<file path="src/rtl/ctrl_uart_tx_fifo_if.sv">
// ctrl_uart_tx_fifo_if: qmem write-port bundle for the UART TX register.
//   cs     chip select for the TX register
//   we     write enable
//   dat_w  byte to transmit
//   ack    acknowledge; low stalls the master (FIFO full)
//   err    bus error, always 0
// master: the register decode / CPU side. slave: ctrl_uart_tx_fifo.
interface ctrl_uart_tx_fifo_if;
  logic       cs;
  logic       we;
  logic [7:0] dat_w;
  logic       ack;
  logic       err;

  modport master (
    output cs,
    output we,
    output dat_w,
    input  ack,
    input  err
  );

  modport slave (
    input  cs,
    input  we,
    input  dat_w,
    output ack,
    output err
  );
endinterface

</file>
<file path="src/rtl/ctrl_uart_tx_fifo.sv">
// ctrl_uart_tx_fifo: buffered 8N1 UART transmitter for the debug console.
// Each accepted qmem write queues one byte; a serializer drains the queue
// onto uart_txd LSB first, back-to-back with no idle gap between frames.
//
// Ports:
//   clk         system clock
//   rst         synchronous reset, active low
//   cts_n       clear-to-send, active low (only with CTRL_UART_TX_CTS_EN)
//   bus         qmem slave port (cs, we, dat_w, ack, err)
//   flush       one-cycle pulse discarding all queued bytes
//   fifo_level  queued byte count, 0..2**FIFO_AW
//   fifo_full   queue full
//   fifo_empty  queue empty
//   tx_busy     a frame is being shifted out
//   uart_txd    serial output, idle high
//
// Optional feature: define CTRL_UART_TX_CTS_EN to add cts_n flow control.
module ctrl_uart_tx_fifo #(
  parameter int unsigned FIFO_AW = 4,
  parameter int unsigned TXD_CNT = 434,
  parameter int unsigned CW      = 16
) (
  input  logic               clk,
  input  logic               rst,
`ifdef CTRL_UART_TX_CTS_EN
  input  logic               cts_n,
`endif
  ctrl_uart_tx_fifo_if.slave bus,
  input  logic               flush,
  output logic [FIFO_AW:0]   fifo_level,
  output logic               fifo_full,
  output logic               fifo_empty,
  output logic               tx_busy,
  output logic               uart_txd
);

  localparam int unsigned   Depth      = 2 ** FIFO_AW;
  localparam logic [CW-1:0] BaudReload = CW'(TXD_CNT - 1);

  typedef enum logic [0:0] {StIdle, StShift} state_e;

  // Pointers carry an extra wrap bit so full and empty are distinguishable.
  logic [FIFO_AW:0] wr_ptr_q, wr_ptr_d;
  logic [FIFO_AW:0] rd_ptr_q, rd_ptr_d;
  logic [7:0]       mem_q [Depth];
  logic [7:0]       head;
  logic             push;
  logic             pop;
  logic             can_pop;
  logic             cts_ok;

  state_e           state_q, state_d;
  logic [9:0]       shift_q, shift_d;
  logic [3:0]       bit_cnt_q, bit_cnt_d;
  logic [CW-1:0]    baud_q, baud_d;

  // ---------------------------------------------------------------------------
  // Optional clear-to-send gating
  // ---------------------------------------------------------------------------
`ifdef CTRL_UART_TX_CTS_EN
  logic [1:0] cts_sync_q;

  // Resets to "blocked" so nothing leaves before cts_n has been seen low.
  always_ff @(posedge clk) begin
    if (!rst) begin
      cts_sync_q <= 2'b11;
    end else begin
      cts_sync_q <= {cts_sync_q[0], cts_n};
    end
  end

  assign cts_ok = !cts_sync_q[1];
`else
  assign cts_ok = 1'b1;
`endif

  // ---------------------------------------------------------------------------
  // FIFO
  // ---------------------------------------------------------------------------
  assign fifo_level = wr_ptr_q - rd_ptr_q;
  assign fifo_empty = (wr_ptr_q == rd_ptr_q);
  assign fifo_full  = (wr_ptr_q[FIFO_AW] != rd_ptr_q[FIFO_AW]) &&
                      (wr_ptr_q[FIFO_AW-1:0] == rd_ptr_q[FIFO_AW-1:0]);

  // Full is taken from registered state, so a pop in the same cycle does not
  // make room for a push. A flush drops any coincident push.
  assign push    = bus.cs && bus.we && !fifo_full && !flush;
  assign bus.ack = (bus.cs && bus.we) ? !fifo_full : 1'b1;
  assign bus.err = 1'b0;

  assign head    = mem_q[rd_ptr_q[FIFO_AW-1:0]];
  assign can_pop = !fifo_empty && cts_ok;

  always_comb begin
    wr_ptr_d = wr_ptr_q;
    rd_ptr_d = rd_ptr_q;
    if (push) begin
      wr_ptr_d = wr_ptr_q + (FIFO_AW + 1)'(1);
    end
    if (flush) begin
      rd_ptr_d = wr_ptr_q;
    end else if (pop) begin
      rd_ptr_d = rd_ptr_q + (FIFO_AW + 1)'(1);
    end
  end

  // Storage needs no reset: the pointers define which entries are valid.
  always_ff @(posedge clk) begin
    if (push) begin
      mem_q[wr_ptr_q[FIFO_AW-1:0]] <= bus.dat_w;
    end
  end

  // ---------------------------------------------------------------------------
  // Serializer
  // ---------------------------------------------------------------------------
  always_comb begin
    state_d   = state_q;
    shift_d   = shift_q;
    bit_cnt_d = bit_cnt_q;
    baud_d    = baud_q;
    pop       = 1'b0;

    case (state_q)
      StIdle: begin
        if (can_pop) begin
          pop       = 1'b1;
          shift_d   = {1'b1, head, 1'b0};
          bit_cnt_d = 4'd9;
          baud_d    = BaudReload;
          state_d   = StShift;
        end
      end
      StShift: begin
        if (baud_q != '0) begin
          baud_d = baud_q - CW'(1);
        end else if (bit_cnt_q != 4'd0) begin
          shift_d   = {1'b1, shift_q[9:1]};
          bit_cnt_d = bit_cnt_q - 4'd1;
          baud_d    = BaudReload;
        end else if (can_pop) begin
          // Last stop-bit cycle: chain straight into the next frame.
          pop       = 1'b1;
          shift_d   = {1'b1, head, 1'b0};
          bit_cnt_d = 4'd9;
          baud_d    = BaudReload;
        end else begin
          state_d = StIdle;
        end
      end
      default: state_d = StIdle;
    endcase
  end

  always_ff @(posedge clk) begin
    if (!rst) begin
      wr_ptr_q  <= '0;
      rd_ptr_q  <= '0;
      state_q   <= StIdle;
      shift_q   <= '1;
      bit_cnt_q <= '0;
      baud_q    <= '0;
    end else begin
      wr_ptr_q  <= wr_ptr_d;
      rd_ptr_q  <= rd_ptr_d;
      state_q   <= state_d;
      shift_q   <= shift_d;
      bit_cnt_q <= bit_cnt_d;
      baud_q    <= baud_d;
    end
  end

  assign tx_busy  = (state_q == StShift);
  assign uart_txd = (state_q == StShift) ? shift_q[0] : 1'b1;

endmodule
</file>
<file path="src/flat_wrapper.sv">
// flat-port wrapper written by rule: the top's interface ports become plain ports
module ctrl_uart_tx_fifo_flat 
#(
  parameter int unsigned FIFO_AW = 4,
  parameter int unsigned TXD_CNT = 434,
  parameter int unsigned CW      = 16
)
  (clk, rst, flush, fifo_level, fifo_full, fifo_empty, tx_busy, uart_txd, bus_cs, bus_we, bus_dat_w, bus_ack, bus_err);
  ctrl_uart_tx_fifo_if bus_i ();
  input  logic clk;
  input  logic rst;
  input  logic flush;
  output logic [FIFO_AW:0] fifo_level;
  output logic fifo_full;
  output logic fifo_empty;
  output logic tx_busy;
  output logic uart_txd;
  input wire logic [$bits(bus_i.cs)-1:0] bus_cs;
  input wire logic [$bits(bus_i.we)-1:0] bus_we;
  input wire logic [$bits(bus_i.dat_w)-1:0] bus_dat_w;
  output wire logic [$bits(bus_i.ack)-1:0] bus_ack;
  output wire logic [$bits(bus_i.err)-1:0] bus_err;
  assign bus_i.cs = bus_cs;
  assign bus_i.we = bus_we;
  assign bus_i.dat_w = bus_dat_w;
  assign bus_ack = bus_i.ack;
  assign bus_err = bus_i.err;
  ctrl_uart_tx_fifo #(.FIFO_AW(FIFO_AW), .TXD_CNT(TXD_CNT), .CW(CW)) u_core (.clk(clk), .rst(rst), .bus(bus_i), .flush(flush), .fifo_level(fifo_level), .fifo_full(fifo_full), .fifo_empty(fifo_empty), .tx_busy(tx_busy), .uart_txd(uart_txd));
endmodule
</file>
<file path="config.mk">
export PLATFORM = sky130hd
export DESIGN_NAME = ctrl_uart_tx_fifo_flat
export DESIGN_NICKNAME = d
export VERILOG_FILES = /design/src/rtl/ctrl_uart_tx_fifo_if.sv /design/src/rtl/ctrl_uart_tx_fifo.sv /design/src/flat_wrapper.sv
export SDC_FILE = /design/constraint.sdc
export NUM_CORES = 1
export LEC_CHECK = 0
export ABC_AREA = 1
export BUFFER_PORTS_ARGS = -buffer_cell sky130_fd_sc_hd__buf_2
export CAP_MARGIN = 40
export CORE_MARGIN = 2
export CORE_UTILIZATION = 30
export CTS_BUF_LIST = sky130_fd_sc_hd__clkbuf_8
export DETAILED_ROUTE_END_ITERATION = 16
export PLACE_DENSITY_LB_ADDON = 0.12
export SYNTH_ARGS = -nofsm -noshare
export SYNTH_HDL_FRONTEND = slang
export SYNTH_SLANG_ARGS = --single-unit
</file>
<file path="constraint.sdc">
create_clock -name clk -period 2.3 [get_ports clk]
set_input_delay 0.345 -clock clk [delete_from_list [all_inputs] [get_ports clk]]
set_output_delay 0.345 -clock clk [all_outputs]
set_load 0.02 [all_outputs]
</file>
=== After elaboration in Yosys (flattened, before gate mapping) ===
Memories as Yosys holds them, arrays and structs flattened. A register that Yosys moved wholly into a read port is not among the register bits.
Index checks and enable logic that the tools add are counted.

* Memories kept: 1
* Word-level logic and storage cells: 53
* Output and inout bits: 11
* Register bits after elaboration: 41
* Bits in writable memories: 128

{| class="wikitable"
|+ Memories
! memory !! words !! bits a word !! read ports !! clocked after Yosys merged registers in !! write ports !! RTL line !! RTL
|-
| u_core.mem_q || 16 || 8 || 1 || 1 || 1 || ctrl_uart_tx_fifo.sv:45 || <nowiki>logic [7:0] mem_q [Depth];</nowiki>
|}

* Reductions and logical operators: 9
* Eq/ne operators: 4
* Bitwise gates (word level): 1
* Muxes and demuxes: 27
* Add/sub/neg operators: 5

{| class="wikitable"
|+ Operators with widths
! operator !! count
|-
| two-way mux 16 bit || 3
|-
| one-hot mux 16 bit (2 select lines) || 1
|-
| two-way mux 10 bit || 3
|-
| two-way mux 4 bit || 5
|-
| one-hot mux 10 bit (2 select lines) || 1
|-
| nonzero test 16 bit || 1
|-
| subtractor 16 x 1 -> 16 bit (second input constant) || 1
|-
| adder 5 x 1 -> 5 bit (second input constant) || 2
|-
| two-way mux 5 bit || 2
|-
| two-way mux 1 bit || 9
|-
| one-hot mux 4 bit (2 select lines) || 1
|-
| equality test 5 bit || 1
|-
| subtractor 5 bit || 1
|-
| equality test 4 bit || 1
|-
| logical AND 1 bit || 4
|-
| one-hot mux 1 bit (2 select lines) || 2
|-
| nonzero test 4 bit || 1
|-
| subtractor 4 x 1 -> 4 bit (second input constant) || 1
|-
| zero test 1 bit || 2
|-
| != test 2 bit (second input constant) || 1
|-
| nonzero test 2 bit || 1
|-
| != test 1 bit || 1
|-
| inverter 1 bit || 1
|}

=== Depth between registers and ports, before layout ===
Gate-level depths: netlist of the first run.

* Depth after elaboration: 9
* Gate-level depth with buffers: 11

=== Least setup slack after synthesis of the first run ===
No wires, ideal clock.

* Path kind: register to register
* Start point: register u_core.rd_ptr_q[2]
* End point: memory u_core.mem_q[7][0], enable pin
* Setup time: 0.383 ns
* Arrival: 1.739 ns
* Stages on the path, launching flop included: 8
* Setup slack: 0.177 ns
* Buffers on the path: 0
* Cell sequence: dfxtp_1 inv_1 ha_1 nand2_1 nor2_1 nand2_1 nand2_1 nor3_1

* Word-level cells in the longest chain between the ends: 7

{| class="wikitable"
|+ RTL lines
! what !! RTL line !! RTL
|-
| start: declaration || ctrl_uart_tx_fifo.sv:44 || <nowiki>logic [FIFO_AW:0] rd_ptr_q, rd_ptr_d;</nowiki>
|-
| start signal: assignment || ctrl_uart_tx_fifo.sv:165 || <nowiki>rd_ptr_q <= rd_ptr_d;</nowiki>
|-
| equality test 4 bit || ctrl_uart_tx_fifo.sv:83 || <nowiki>(wr_ptr_q[FIFO_AW-1:0] == rd_ptr_q[FIFO_AW-1:0]);</nowiki>
|-
| logical AND 1 bit || ctrl_uart_tx_fifo.sv:82 || <nowiki>assign fifo_full = (wr_ptr_q[FIFO_AW] != rd_ptr_q[FIFO_AW]) &&</nowiki>
|-
| zero test 1 bit || ctrl_uart_tx_fifo.sv:87 || <nowiki>assign push = bus.cs && bus.we && !fifo_full && !flush;</nowiki>
|-
| logical AND 1 bit (2 in a row) || ctrl_uart_tx_fifo.sv:87 ||
|-
| two-way mux 1 bit || ctrl_uart_tx_fifo.sv:109 || <nowiki>if (push) begin</nowiki>
|-
| two-way mux 1 bit (not written as such) || ctrl_uart_tx_fifo.sv:110 || <nowiki>mem_q[wr_ptr_q[FIFO_AW-1:0]] <= bus.dat_w;</nowiki>
|-
| end: declaration || ctrl_uart_tx_fifo.sv:45 ||
|}

Every way passes these cells.

=== Worst setup path after layout of the first run ===
* Start point: register u_core.wr_ptr_q[0]
* End point: output port fifo_level[4]

* Word-level cells in the longest chain between the ends: 1

{| class="wikitable"
|+ RTL lines
! what !! RTL line !! RTL
|-
| start: declaration || ctrl_uart_tx_fifo.sv:43 || <nowiki>logic [FIFO_AW:0] wr_ptr_q, wr_ptr_d;</nowiki>
|-
| start signal: assignment || ctrl_uart_tx_fifo.sv:164 || <nowiki>wr_ptr_q <= wr_ptr_d;</nowiki>
|-
| subtractor 5 bit || ctrl_uart_tx_fifo.sv:80 || <nowiki>assign fifo_level = wr_ptr_q - rd_ptr_q;</nowiki>
|-
| end: declaration || flat_wrapper.sv:13 || <nowiki>output logic [FIFO_AW:0] fifo_level;</nowiki>
|}

Every way passes these cells.

==> impl_metrics.ini, run 1 <==
[worst_setup_path]
r2r_setup_slack_ps = 370
crit_path_start_kind = flip-flop
r2r-end = u_core.mem_q[4][1]$_DFFE_PP_
required_ps = 1960
path_class = reg2out
r2r_cells = 10
cp.arrival_ps = 1850
cp-end-kind = output port
reg2reg_from = u_core.rd_ptr_q[2]$_SDFFE_PN0N_
crit_start = u_core.wr_ptr_q[0]$_SDFFE_PN0P_
critPathMaxFanout = 2
crit_end = fifo_level[4]

[sta]
setup_viol_count_final = 0
drv_slew = 0
fin_crit_ps = 2190
fmax_mhz = 456
setup_tns_ps = 0
rsz0062_at_grt = yes
worst_pin_slew_ps = 589
hold_violations = 0
period_share_pct = 95.4
skew_ps = 19.9
relSlewSlack_pct = 60.7

[floorplan]
fp.dieH_um = 166
die_x_um = 166
die_area_um2 = 27500
ios = 24
placementRows = 59
core_um2 = 25900
start_util_pct = 30.3

[grt]
use_met2_pct = 25.5
grt-busiest-layer = met2
grt_pass1_vias = 5430
grtUsageMet1_pct = 18.3
grt_max_degree = 66
grt_antenna_before_repair = 0
grt_first_pass_wirelength_um = 30400
grt_use_total_pct = 14.5
met3_usage_pct = 2.41
overflow = 0

[routing]
dr.pass1.iters = 6
drtAntennaViolNets = 0
num_vias = 5466
drtIter0Drc = 312
drc = 0
vias_per_cell = 4.59
wire_per_inst_um = 16.4
wirelength_um = 19500

[yosys]
syn_nets = 833
async_flop_share_pct = 0
netlist_top_cells_area = edfxtp_1 (49%), dfxtp_1 (11%), nand2_1 (7.8%)
yosysUniqueCellTypes = 33
synthesis.area_um2 = 7860
synth_top_area_cell = edfxtp_1
synth-edff-count = 128
ys_warn_count = 0
avgSynthCellArea_um2 = 9.75
synth_cells = 806
seq_area_frac_synth_pct = 60.4
synth_flop_cell = edfxtp_1
ys_ff_latch = 173
yosysTopAreaCellShare_pct = 48.9

[finish]
nFillCells = 2696
diodes = 0
final_util_pct = 34.5
final_area_um2 = 8950
nets = 870
area_delta_synth_final_pct = 13.9
stdcell_count = 1191
drive_gt1_share_pct = 14.5

[power_and_ir_drop]
vdd_drop_max_v = 0.000457
clkPwrFrac_pct = 28.8
internal_power_uw = 5070
p_leak_uw = 0.00338
p_per_area_nw_per_um2 = 865
p_seq_share_pct = 47.7
switching_share_pct = 34.5
pwr-share-comb_pct = 23.5
power_switching_uw = 2670

[place]
place_hpwl_um = 13300
port_buffers = 22
gp_congestion = 0.777
post-place-cells = 1157
placed_area_um2 = 8450

[clocking]
clock_sinks = 173
clk_pin_slew_worst_paths_ps = 110
h-tree-depth = 4
cts_made_buffers = 17
clk_latency_ps = 460
clockBufferDepth = 2
clock-root-buffer = clkbuf_8
cts_tree = yes
hold_buffers = 0

[hold_path]
hold_class = in2reg

[job]
cap_violations = 0

[run_status]
status = complete, no violations
through the flow:
stage               setup WS (ps)  total power [uW]  hold WS (ps)
floorplan                     177              5090           420
global placement              268              5610           432
detailed placement            254              5590           440
CTS                          12.1              7860           296
global route                -27.1              8230           300
finish                        107              7740           320
sequential cells by signal, summed over array words and instances, names as in the netlist, named ones only:
signal            cells
u_core.baud_q        16
u_core.bit_cnt_q      4
u_core.mem_q        128
u_core.rd_ptr_q       5
u_core.shift_q       10
u_core.tx_busy        1
u_core.wr_ptr_q       5
power groups by stage:
stage / sequential (uW) / clock (uW) / combinational (uW)
floorplan: 3700 / 0 / 1390
global placement: 3760 / 0 / 1840
detailed placement: 3760 / 0 / 1830
CTS: 3690 / 2320 / 1850
global route: 3720 / 2440 / 2070
finish: 3690 / 2230 / 1820
logic make-up (layout without fill, tap and decap cells):
kind of cell / count (synthesis) / in the layout / synth area share (%)
adders and majority gates: 14 / 14 / 2.32
other: 1 / 1 / 0.0477
AOI/OAI and AO/OA: 145 / 145 / 10.7
buffers and inverters: 138 / 188 / 7.18
and+or+nand+nor: 321 / 321 / 17.8
DFF: 173 / 173 / 60.4
xor gates and xnor gates: 14 / 14 / 1.56
worst max-delay path, cell delays in order (launching register included):
cell     delay (ps)
dfxtp_2         360
inv_4            40
ha_4            160
fa_2            370
o21ai_2         150
xor2_1          150
buf_4           150
synth_stat cells, types with 5 or more instances:
| library cell | number |
|---|---|
| xnor2_1 | 5 |
| inv_2 | 5 |
| nand2_1 | 164 |
| edfxtp_1 | 128 |
| buf_2 | 16 |
| nand2_2 | 6 |
| inv_1 | 99 |
| nor2_1 | 56 |
| dfxtp_1 | 45 |
| a21boi_0 | 7 |
| a21oi_1 | 53 |
| ha_1 | 13 |
| o21ai_0 | 45 |
| xor2_1 | 9 |
| nand3_1 | 72 |
| clkbuf_1 | 12 |
| nor2_2 | 6 |
| o211ai_1 | 38 |
placed cells by master (no fill, tap or decap), drive strengths merged:
cell type,count
nor3b,1
ha,13
inv,114
clkbuf,17
nor3,3
a21boi,8
nand4,3
fa,1
conb,1
or2,2
nand3,73
clkinv,4
xor2,9
o21ai,45
nor2,64
edfxtp,128
bufinv,1
a21oi,54
buf,52
dfxtp,45
nand2,173
o211ai,38
nand3b,2
xnor2,5
how the worst min path moves through the flow:
stage | depth (start not counted) | from | to | slack, ps
6_report | 3 | rst | u_core.shift_q[0]$_SDFFE_PN1P_ | 320
5_1_grt | 3 | rst | u_core.shift_q[0]$_SDFFE_PN1P_ | 300
4_1_cts | 3 | rst | u_core.shift_q[0]$_SDFFE_PN1P_ | 300
3_5_place_dp | 2 | u_core.shift_q[0]$_SDFFE_PN1P_ | u_core.shift_q[0]$_SDFFE_PN1P_ | 440
3_3_place_gp | 2 | u_core.shift_q[9]$_SDFFE_PN1P_ | u_core.shift_q[9]$_SDFFE_PN1P_ | 430
2_1_floorplan | 2 | u_core.shift_q[9]$_SDFFE_PN1P_ | u_core.shift_q[9]$_SDFFE_PN1P_ | 420
repair_timing:
action                     4_1_cts  5_1_grt
gates resized for setup         10        8
cloned                           0        0
pin swaps                        1        2
buffers inserted                 0        2
setup endpoints to repair        4        5
per-layer routing:
metal	vias to the layer above	wire (um)
li1	2784	-
met2	53	9820
met3	13	498
met5	-	0
met1	2616	8940
met4	0	251
final cells by class:
cell class                 count  area (um^2)  share of cell area (%)
inverter                     104          393                    4.39
clock buffer                  17          234                    2.61
sequential                   173         4760                    53.2
multi-input combinational    495         2600                    29.0
timing repair buffer          52          363                    4.05
tap                          335          419                    4.68
clock inverter                15          185                    2.07
Power figures use the tool's default switching activity.
==> run 2, diff against run 1 <==
- clock period: 2.3 -> 2.8 ns (I/O delays scaled with it)
==> impl_metrics.ini, run 2 (same netlist as run 1, synthesis figures left out) <==
[sta]
skew_ps = 15.9
fin_crit_ps = 2590
fmax_mhz = 386
worst_pin_slew_ps = 709
hold_violations = 0
rsz0062_at_grt = no
relSlewSlack_pct = 52.5
period_share_pct = 92.5
drv_slew = 0
setup_viol_count_final = 0
setup_tns_ps = 0

[floorplan]
fp.dieH_um = 166
die_area_um2 = 27500
core_um2 = 25900
placementRows = 59
start_util_pct = 30.3
die_x_um = 166
ios = 24

[place]
port_buffers = 22
placed_area_um2 = 8350
gp_congestion = 0.793
place_hpwl_um = 13000

[worst_setup_path]
cp-end-kind = output port
required_ps = 2380
cp.arrival_ps = 2170
r2r_cells = 9
path_class = reg2out
crit_path_start_kind = flip-flop
r2r_setup_slack_ps = 300
r2r-end = u_core.mem_q[9][3]$_DFFE_PP_
reg2reg_from = u_core.rd_ptr_q[2]$_SDFFE_PN0N_
critPathMaxFanout = 5

[grt]
grt_antenna_before_repair = 0
grt_first_pass_wirelength_um = 30100
overflow = 0
grt_max_degree = 59
grt_use_total_pct = 14.3
grt_pass1_vias = 5350

[finish]
layout_commonest_cell = nand2_1
area_delta_synth_final_pct = 11.3
drive_gt1_share_pct = 10.4
largest_reg_flops = 128
diodes = 0
nFillCells = 2613
mostFrequentLayoutCells = nand2_1 (164), edfxtp_1 (128), inv_1 (102), nand3_1 (72), nor2_1 (56)
nets = 850
final_area_um2 = 8740

[clocking]
cts_made_buffers = 17
cts_tree = yes
h-tree-depth = 4
clockBufferDepth = 2
clock_sinks = 173
clock-root-buffer = clkbuf_8
clk_pin_slew_worst_paths_ps = 90
post_cts_buffers = 0
clk_latency_ps = 450

[hold_path]
hold_path_depth = 2
hold_start = rst
min_to = u_core.shift_q[0]$_SDFFE_PN1P_
hold_class = in2reg

[routing]
dr.pass1.iters = 4
drc = 0
wire_per_inst_um = 16.6
wirelength_um = 19500
vias_per_cell = 4.56
drtAntennaViolNets = 0
drtIter0Drc = 324
num_vias = 5340

[job]
cap_violations = 0

[power_and_ir_drop]
vdd_drop_max_v = 0.000234
p_leak_uw = 0.00327
p_per_area_nw_per_um2 = 720

[run_status]
status = complete, no violations
==> run 2: cell types whose count changed in the layout (fill, tap and decap cells not counted), moves of 4 or more <==
cell,before,now
inv_1,98,102
dfxtp_1,38,42
buf_4,29,6
inv_8,7,0
==> run 2: area by class of cell <==
class	instances	area (um^2)	share of cell area [%]
multi-input cells	495	2550	29.2
clock buffers	17	234	2.68
inverters	104	390	4.46
flip-flops and latches	173	4750	54.3
well taps	335	419	4.79
repair buffers	32	243	2.78
clock inverters	14	156	1.79
==> run 2: repair_timing <==
item	4_1_cts	5_1_grt
hold buffers	0	0
endpoints found under the setup margin	0	1
resized for setup	0	1
==> run 2: how the worst max path moves through the flow <==
| stage | depth (start not counted) | endpoint | from |
|---|---|---|---|
| global route | 6 | fifo_level[4] | u_core.wr_ptr_q[0]$_SDFFE_PN0P_ |
| CTS | 6 | fifo_level[4] | u_core.wr_ptr_q[0]$_SDFFE_PN0P_ |
| floorplan | 5 | fifo_level[4] | u_core.wr_ptr_q[0]$_SDFFE_PN0P_ |
| global placement | 9 | u_core.mem_q[5][3]$_DFFE_PP_ | u_core.rd_ptr_q[2]$_SDFFE_PN0N_ |
| finish | 6 | fifo_level[4] | u_core.wr_ptr_q[0]$_SDFFE_PN0P_ |
| detailed placement | 9 | u_core.mem_q[13][5]$_DFFE_PP_ | u_core.rd_ptr_q[2]$_SDFFE_PN0N_ |
==> run 2: routing by layer <==
layer,share of wire [%],global-route usage (%),up-vias
met5,0,0,-
met4,2.1,4.65,0
met3,3.3,2.60,23
met2,46,23.0,79
met1,49,19.7,2496
li1,-,-,2742
==> run 2: critical path, stage by stage, from the launching register on <==
cell and delay, ps:
dfxtp_2 380, inv_1 110, ha_1 230, fa_1 450, o21ai_0 220, xor2_1 160, buf_2 180
==> run 2: through the flow <==
stage	setup WS (ps)	util, %	hold slack [ps]	power [uW]	std cells
after global routing	42.3	33.7	385	6680	1170
after floorplan	673	-	420	4180	806
after CTS	90.5	33.7	349	6360	1170
after global placement	293	32.1	431	4610	1138
after detailed placement	307	32.2	438	4600	1139
final	210	33.7	377	6290	1170
==> run 2: report_power, final <==
part / switching, uW / leakage, uW / internal (uW) / total, uW
Sequential: 154 / 0.00152 / 2890 / 3040
Combinational: 982 / 0.00154 / 494 / 1480
Clock: 907 / 0.000204 / 866 / 1770
==> run 3, diff against run 2 <==
- clock period: 2.8 -> 2.5 ns (I/O delays scaled with it)
==> impl_metrics.ini, run 3 (same netlist as run 1, synthesis figures left out) <==
[run_status]
status = complete, no violations

[finish]
diodes = 0
area_delta_synth_final_pct = 12.1
mostFrequentLayoutCells = nand2_1 (164), edfxtp_1 (128), inv_1 (99), nand3_1 (72), nor2_1 (56)
drive_gt1_share_pct = 13.4
largest_reg_flops = 128
nets = 867
nFillCells = 2674
layout_commonest_cell = nand2_1
final_util_pct = 34.0

[sta]
rsz0062_at_grt = no
setup_viol_count_final = 0
worst_pin_slew_ps = 621
skew_ps = 13.1
drv_slew = 0
hold_violations = 0
layout_setup_ws_ps = 143
relSlewSlack_pct = 58.5
fmax_mhz = 424
fin_crit_ps = 2360
setup_tns_ps = 0
period_share_pct = 94.3

[worst_setup_path]
required_ps = 2120
crit_chain = inv_1 -> ha_2 -> fa_2 -> o21ai_2 -> xor2_1 -> buf_4
cp_slowest_stage_delay_ps = 400
critPathMaxFanout = 5
crit_slowest_cell = fa_2
crit_path_start_kind = flip-flop
path_class = reg2out
cp-end-kind = output port
cp.arrival_ps = 1980

[clocking]
clk_latency_ps = 450
clock_sinks = 173
clk_pin_slew_worst_paths_ps = 110
cts_tree = yes
hold_buffers = 0
clock-root-buffer = clkbuf_8
post_cts_buffers = 0
h-tree-depth = 4
clockBufferDepth = 2
cts_made_buffers = 17

[floorplan]
die_x_um = 166
die_area_um2 = 27500
start_util_pct = 30.3
ios = 24
core_um2 = 25900
placementRows = 59
fp.dieH_um = 166

[grt]
grt_use_total_pct = 14.5
grt_pass1_vias = 5384
overflow = 0
grt_max_degree = 84
grt_antenna_before_repair = 0
grt_first_pass_wirelength_um = 30600

[routing]
num_vias = 5387
drc = 0
drtIter0Drc = 312
wirelength_um = 19400
dr.pass1.iters = 4
drtAntennaViolNets = 0
wire_per_inst_um = 16.3
vias_per_cell = 4.53

[power_and_ir_drop]
vdd_drop_max_v = 0.000290
p_leak_uw = 0.00332
p_per_area_nw_per_um2 = 783

[place]
gp_congestion = 0.776
pre_cts_slack_ps = 336
place_hpwl_um = 12900
port_buffers = 22

[job]
cap_violations = 0

[hold_path]
hold_class = in2reg
[run 3: cell count changes in the layout (fill, tap and decap cells not counted), moves of 2 or more]
cell,before,now
buf_4,6,27
clkinv_4,4,1
bufinv_16,3,0
clkinv_1,2,0
inv_8,0,3
inv_6,0,6
inv_1,102,99
buf_12,3,1
[run 3: what timing repair did]
item / in CTS / in global routing
pin swaps: 1 / 0
resized for setup: 5 / 2
endpoints found under the setup margin: 1 / 4
[run 3: final timing paths]
kind	startpoint	end	slack, ps	cells after the start
max	u_core.wr_ptr_q[0]$_SDFFE_PN0P_	fifo_level[4]	140	6
min reg2reg	u_core.shift_q[9]$_SDFFE_PN1P_	u_core.shift_q[9]$_SDFFE_PN1P_	460	2
min	rst	u_core.bit_cnt_q[0]$_SDFFE_PN0P_	340	3
max reg2reg	u_core.rd_ptr_q[1]$_SDFFE_PN0N_	u_core.mem_q[11][4]$_DFFE_PP_	360	10
[run 3: per-layer routing]
layer	share of wire, %	wire length (um)	track usage, %	vias to the layer above
met5	0	0	0	-
met4	0.72	140	3.18	0
met3	3.1	605	2.60	8
met2	49	9450	24.4	64
met1	47	9180	19.5	2535
li1	-	-	-	2780
[run 3: area by class of cell]
cell class / instances / area [um^2] / area share, %
timing repair buffer: 49 / 328 / 3.72
sequential: 173 / 4750 / 54.0
clock buffer: 17 / 234 / 2.66
multi-input combinational: 495 / 2560 / 29.1
inverter: 104 / 390 / 4.43
clock inverter: 15 / 125 / 1.42
tap: 335 / 419 / 4.76
[run 3: worst max-delay path: cells and delay by family, from the launching register on]
family                   cells  cell delay [ps]
adder cells (fa/ha/maj)      2              610
flip-flops                   1              380
buffers and inverters        2              260
XOR/XNOR                     1              150
AO/OA/AOI/OAI                1              130
[run 3: power by group]
group	internal (uW)	leakage, uW	switching, uW
clock network	721	0.000180	1110
registers	3230	0.00152	161
logic	553	0.00162	1110
total	4510	0.00332	2390
[run 3: metrics by stage]
step / instance area, um^2 / cells / total power, uW / hold WS, ps
global route: 8810 / 1188 / 7360 / 325
floorplan: 7860 / 806 / 4680 / 420
CTS: 8800 / 1188 / 7000 / 309
global placement: 8430 / 1156 / 5150 / 432
detailed placement: 8430 / 1156 / 5150 / 437
finish: 8810 / 1188 / 6890 / 336
